**config.mk**
```make
export PLATFORM = sky130hd
export DESIGN_NAME = lsu_ram_ctrl
export DESIGN_NICKNAME = d
export VERILOG_FILES = /design/src/rtl/lsu_ram_ctrl.sv
export SDC_FILE = /design/constraint.sdc
export NUM_CORES = 1
export LEC_CHECK = 0
export CORE_ASPECT_RATIO = 1.75
export CORE_MARGIN = 2
export CORE_UTILIZATION = 39
export DETAILED_ROUTE_END_ITERATION = 12
export GPL_TIMING_DRIVEN = 0
export PLACE_DENSITY = 0.74
export SLEW_MARGIN = 20
export SYNTH_ARGS = -nofsm -noshare
export SYNTH_HDL_FRONTEND = slang
export SYNTH_SLANG_ARGS = --single-unit
```
**constraint.sdc**
```tcl
create_clock -name clk -period 2.5 [get_ports clk]
set_input_delay 0.25 -clock clk [delete_from_list [all_inputs] [get_ports clk]]
set_output_delay 0.25 -clock clk [all_outputs]
set_load 0.01 [all_outputs]
```
**src/rtl/lsu_ram_ctrl.sv**
```systemverilog
// Load/store sequencer in front of the ram_2 data memory: byte-lane masking,
// split handling for word-crossing accesses, and load merge/extension.
module lsu_ram_ctrl (
   input  logic        clk,
   input  logic        rst_n,
   input  logic        req_valid,
   input  logic        req_we,
   input  logic [2:0]  req_funct3,
   input  logic [31:0] req_addr,
   input  logic [31:0] req_wdata,
   output logic        busy,
   output logic        done,
   output logic        err,
   output logic [31:0] load_data,
   output logic [31:0] ram_addr,
   output logic [31:0] ram_wdat,
   output logic        ram_we,
   output logic        ram_re,
   output logic [3:0]  ram_type,
   input  logic [31:0] ram_rdata
);

   // state  | meaning
   // IDLE   | waiting for req_valid; illegal funct3 answered from here
   // LO     | access to the word holding the first byte
   // HI     | access to the following word (split accesses only)
   // RESP   | load result merged and extended; done follows
   typedef enum logic [1:0] {S_IDLE, S_LO, S_HI, S_RESP} state_t;

   state_t      state_q, state_d;
   logic        we_q, we_d;
   logic [2:0]  funct3_q, funct3_d;
   logic [1:0]  off_q, off_d;
   logic        split_q, split_d;
   logic [3:0]  hi_type_q, hi_type_d;
   logic [31:0] hi_wdat_q, hi_wdat_d;
   logic [31:0] lo_word_q, lo_word_d;
   logic [31:0] load_data_q, load_data_d;
   logic        done_q, done_d;
   logic        err_q, err_d;
   logic [31:0] ram_addr_q, ram_addr_d;
   logic [31:0] ram_wdat_q, ram_wdat_d;
   logic        ram_we_q, ram_we_d;
   logic        ram_re_q, ram_re_d;
   logic [3:0]  ram_type_q, ram_type_d;

   logic        legal;
   logic [7:0]  base_mask, mask;
   logic [31:0] wmask;
   logic [63:0] sdata;
   logic [55:0] merged;
   logic [31:0] sel;
   logic [31:0] ext;

   always_comb begin
      base_mask = 8'h00;
      wmask     = 32'h0;
      case (req_funct3[1:0])
         2'b00:   begin base_mask = 8'h01; wmask = 32'h0000_00FF; end
         2'b01:   begin base_mask = 8'h03; wmask = 32'h0000_FFFF; end
         2'b10:   begin base_mask = 8'h0F; wmask = 32'hFFFF_FFFF; end
         default: begin base_mask = 8'h00; wmask = 32'h0; end
      endcase
      if (req_we)
         legal = !req_funct3[2] && (req_funct3[1:0] != 2'b11);
      else
         legal = (req_funct3[1:0] != 2'b11) && !(req_funct3[2] && req_funct3[1]);
      mask  = base_mask << req_addr[1:0];
      sdata = {32'h0, req_wdata & wmask} << {req_addr[1:0], 3'b000};
   end

   // Only the low 24 bits of the high word can ever reach the result.
   always_comb begin
      merged = {split_q ? ram_rdata[23:0] : 24'h0, split_q ? lo_word_q : ram_rdata};
      case (off_q)
         2'd0:    sel = merged[31:0];
         2'd1:    sel = merged[39:8];
         2'd2:    sel = merged[47:16];
         default: sel = merged[55:24];
      endcase
      case (funct3_q)
         3'b000:  ext = {{24{sel[7]}}, sel[7:0]};
         3'b001:  ext = {{16{sel[15]}}, sel[15:0]};
         3'b100:  ext = {24'h0, sel[7:0]};
         3'b101:  ext = {16'h0, sel[15:0]};
         default: ext = sel;
      endcase
   end

   always_comb begin
      state_d     = state_q;
      we_d        = we_q;
      funct3_d    = funct3_q;
      off_d       = off_q;
      split_d     = split_q;
      hi_type_d   = hi_type_q;
      hi_wdat_d   = hi_wdat_q;
      lo_word_d   = lo_word_q;
      load_data_d = load_data_q;
      done_d      = 1'b0;
      err_d       = 1'b0;
      ram_addr_d  = 32'h0;
      ram_wdat_d  = 32'h0;
      ram_we_d    = 1'b0;
      ram_re_d    = 1'b0;
      ram_type_d  = 4'h0;
      case (state_q)
         S_IDLE: begin
            if (req_valid) begin
               we_d      = req_we;
               funct3_d  = req_funct3;
               off_d     = req_addr[1:0];
               split_d   = (mask[7:4] != 4'h0);
               hi_type_d = mask[7:4];
               hi_wdat_d = sdata[63:32];
               if (legal) begin
                  state_d    = S_LO;
                  ram_addr_d = {req_addr[31:2], 2'b00};
                  ram_wdat_d = sdata[31:0];
                  ram_type_d = mask[3:0];
                  ram_we_d   = req_we;
                  ram_re_d   = !req_we;
               end else begin
                  done_d = 1'b1;
                  err_d  = 1'b1;
               end
            end
         end
         S_LO: begin
            if (split_q) begin
               state_d    = S_HI;
               ram_addr_d = ram_addr_q + 32'd4;
               ram_wdat_d = hi_wdat_q;
               ram_type_d = hi_type_q;
               ram_we_d   = we_q;
               ram_re_d   = !we_q;
            end else begin
               state_d = S_RESP;
            end
         end
         S_HI: begin
            lo_word_d = ram_rdata;
            state_d   = S_RESP;
         end
         default: begin
            if (!we_q)
               load_data_d = ext;
            done_d  = 1'b1;
            state_d = S_IDLE;
         end
      endcase
   end

   always_ff @(posedge clk) begin
      if (!rst_n) begin
         state_q     <= S_IDLE;
         we_q        <= 1'b0;
         funct3_q    <= 3'h0;
         off_q       <= 2'h0;
         split_q     <= 1'b0;
         hi_type_q   <= 4'h0;
         hi_wdat_q   <= 32'h0;
         lo_word_q   <= 32'h0;
         load_data_q <= 32'h0;
         done_q      <= 1'b0;
         err_q       <= 1'b0;
         ram_addr_q  <= 32'h0;
         ram_wdat_q  <= 32'h0;
         ram_we_q    <= 1'b0;
         ram_re_q    <= 1'b0;
         ram_type_q  <= 4'h0;
      end else begin
         state_q     <= state_d;
         we_q        <= we_d;
         funct3_q    <= funct3_d;
         off_q       <= off_d;
         split_q     <= split_d;
         hi_type_q   <= hi_type_d;
         hi_wdat_q   <= hi_wdat_d;
         lo_word_q   <= lo_word_d;
         load_data_q <= load_data_d;
         done_q      <= done_d;
         err_q       <= err_d;
         ram_addr_q  <= ram_addr_d;
         ram_wdat_q  <= ram_wdat_d;
         ram_we_q    <= ram_we_d;
         ram_re_q    <= ram_re_d;
         ram_type_q  <= ram_type_d;
      end
   end

   assign busy      = (state_q != S_IDLE);
   assign done      = done_q;
   assign err       = err_q;
   assign load_data = load_data_q;
   assign ram_addr  = ram_addr_q;
   assign ram_wdat  = ram_wdat_q;
   assign ram_we    = ram_we_q;
   assign ram_re    = ram_re_q;
   assign ram_type  = ram_type_q;

endmodule

```
==> run_results.csv, run 1 <==
group,metric,value,unit
yosys,yosysTopAreaCell,"dfxtp_1",
setup_path,worstSetupPathType,"reg2reg",
yosys,synth-seq-area-share,0.392,
yosys,yosys_warnings,0,
setup_path,cp.arrival,2.70,ns
global_routing,grt_antenna_before_repair,1,
min_path,hp-class,"in2reg",
setup_path,end_kind,"register",
timing,fin_skew,0.0103,ns
global_routing,met2_usage,0.460,
power,p_leak,4.11,nW
timing,finalCritPeriodShare,0.957,
clocking,clockRootBuffer,"clkbuf_16",
layout,fillerInstances,2088,
timing,rsz0062_at_grt,"true",
floorplanning,core.rowCount,72,
setup_path,crit_path_top_delay_cell,"clkbuf_1",
floorplanning,io_pins,208,
layout,synthToLayoutAreaGrowth,35.0,%
power,pwr-share-clk,0.308,
routing,wl_per_cell,20.3,µm
job,cap_violations,0,
clocking,clk_latency,0.44,ns
setup_path,critPathLaunchType,"register",
layout,multi_input_area,4880,µm²
timing,slew_headroom,0.375,
yosys,synthArstFlopShare,0,
power,ir_worst_vdd,0.550,mV
clocking,cts.sinks,170,
setup_path,crit_path_frequent_cell,"buf_2",
floorplanning,die_area,23500,µm²
timing,min_period,2.39,ns
global_routing,busiest_layer,"met2",
power,pwr-share-seq,0.371,
yosys,synth_cells,941,
power,p_int,5.80,mW
setup_path,worst-path-stages,7,
setup_path,worstRegToRegCells,7,
setup_path,path_cells,"buf_2 > buf_2 > nand3_1 > clkbuf_1 > nor2_1 > a21oi_1 > a21oi_4",
floorplanning,die_x,117,µm
routing,drt_iter0_markers,734,
timing,fmax,418,MHz
global_routing,grt_start_max_net_pins,17,
global_routing,grt.total_usage,0.254,
power,p_sw_frac,0.333,
clocking,htreeDepth,4,
routing,vias,8143,
power,p_per_area,743,nW/µm²
yosys,ys.flop_type,"dfxtp_1",
status,status,"finished, final reports clean",
routing,dr.pass1.iters,7,
global_routing,grt_overflow_total,0,
timing,finalHoldViolCount,0,
timing,tns,0,ns
floorplanning,start_util,0.395,
global_routing,grt_use_met3,0.0407,
setup_path,critPathTopFamily,"buffers and inverters",
routing,ant_nets,0,
setup_path,crit_fanout,10,
place,placement.io_buffers,203,
setup_path,max_stage_delay,0.50,ns
setup_path,crit_buf_inv,3,
global_routing,grt_pass1_wl,45200,µm
routing,wl,30000,µm
yosys,synthTopCellsByArea,"dfxtp_1, mux2i_1, nor2b_1",
layout,nNetsFinal,1279,
routing,drc,0,
timing,final_max_slew_viol_count,0,
place,dp.cells,1441,
yosys,ys_types,60,
global_routing,met1_usage,0.263,
clocking,hold_buffers,0,
yosys,syn_area,8680,µm²
yosys,synth_edf_count,0,
clocking,clkTransAtPathRegs,0.07,ns
floorplanning,core_area,22000,µm²
place,gp_congestion,0.948,
layout,final_cell_mix,"clkdlybuf4s50_1, dfxtp_1, nor2_1",
floorplanning,die_y,201,µm
yosys,synth_top_area_share,0.392,
clocking,ctsLongestPathBuffers,2,
power,p_comb_frac,0.322,
global_routing,grt_pass1_vias,8165,
layout,drive_gt1_frac,0.0940,
clocking,cts_tree,"built",
setup_path,worstPathRequired,2.81,ns
layout,layoutNonFillerInstCount,1478,
layout,layout_commonest_cell,"clkdlybuf4s50_1",
power,power.switching,2.90,mW
timing,tightestPinTransition,0.938,ns
min_path,min_path_cells,3,
yosys,ys_ff_latch,170,
timing,setup_viol,0,
clocking,cts_buffers,17,
layout,register_area,3400,µm²
routing,viasPerCell,5.51,
place,dp_hpwl,22800,µm
yosys,syn_avg_cell_area,9.23,µm²
power,power.total,8.70,mW
-- routing by layer --
layer  routed length [µm]  vias to the layer above  share of wire
li1                     -                     3814              -
met1                10600                     3838           0.35
met2                15700                      382           0.52
met3                 1620                      109          0.054
met4                 2070                        0          0.069
met5                    0                        -              0
-- final cells by class --
cell class | instances | area share
clock buffers | 19 | 0.0370
diodes | 1 | 0.000214
plain buffers | 73 | 0.0287
clock inverters | 12 | 0.0128
repair buffers | 208 | 0.177
multi-input cells | 679 | 0.416
flip-flops and latches | 170 | 0.290
well taps | 296 | 0.0316
inverters | 20 | 0.00641
-- registers in the layout (all words and copies together) (netlist names), 2 cells and up --
register   cells
hi_wdat_q     24
ram_wdat      32
state_q        2
funct3_q       3
off_q          2
ram_addr      30
lo_word_q     32
load_data     32
ram_type       4
hi_type_q      3
-- synthesized netlist by cell type (8+ instances only) --
master       n
nand2b_1    10
xnor2_1     12
mux2_2      18
a22oi_1     46
nor3b_1      9
nand4_1      9
mux2i_1     85
xor2_1      12
a21oi_4     10
nand3_1     13
mux4_2      14
buf_2       16
o2bb2ai_1   14
a221oi_1     8
inv_1       18
buf_1       10
dfxtp_1    170
o21ai_0     52
nor2_1      89
nand2_1     71
and3_1      13
nor2b_1     59
clkbuf_1    41
a21oi_1     44
a32oi_1     10
-- per-stage QoR --
| step | area [µm²] | setup slack [ns] | hold slack (ns) | utilization |
|---|---|---|---|---|
| 5_1_grt | 11700 | -0.0409 | 0.234 | 0.533 |
| 3_5_place_dp | 11100 | -0.186 | 0.465 | 0.504 |
| 2_1_floorplan | 8680 | 0.578 | 0.359 | - |
| 6_report | 11700 | 0.109 | 0.230 | 0.533 |
| 4_1_cts | 11700 | 0.0481 | 0.203 | 0.531 |
| 3_3_place_gp | 11100 | -0.190 | 0.455 | 0.504 |
-- power by group through the flow --
stage | clock network [mW] | logic, mW | registers [mW]
floorplan | 0 | 1.68 | 3.27
global placement | 0 | 2.71 | 3.27
detailed placement | 0 | 2.74 | 3.28
CTS | 2.71 | 2.75 | 3.22
global route | 2.83 | 3.00 | 3.26
finish | 2.68 | 2.80 | 3.22
-- worst min-delay path: cells and delay by family --
family / cells / cell delay, ns
buffers and inverters: 1 / 0.17
AND/OR/NAND/NOR: 1 / 0.12
AO/OA/AOI/OAI: 1 / 0.08
-- cells by family after synthesis --
group,Yosys count,share of synthesized area
AOI/OAI and AO/OA,226,0.190
xor gates and xnor gates,24,0.0242
adders and majority gates,7,0.0101
buffers and inverters,93,0.0474
DFF,170,0.392
muxes,118,0.159
other,1,0.000432
and+or+nand+nor,302,0.176
-- what timing repair did --
item                       in CTS  in global routing
setup buffers                   0                  5
resized for setup               0                  1
setup endpoints to repair       0                 38
-- path summary, 6_finish.rpt --
kind | start | end | slack (ns)
setup / recovery | off_q[1] | load_data[28] | 0.11
hold / removal | req_addr[1] | split_q | 0.23
setup reg to reg | off_q[1] | load_data[28] | 0.11
hold reg to reg | hi_type_q[1] | hi_type_q[1] | 0.47
Power figures use the tool's default switching activity.
==> run 2, diff against run 1 <==
- SLEW_MARGIN: 20 -> not set
==> results of run 2 <==
The final DEF is identical to that of run 1; final timing and power are the same.
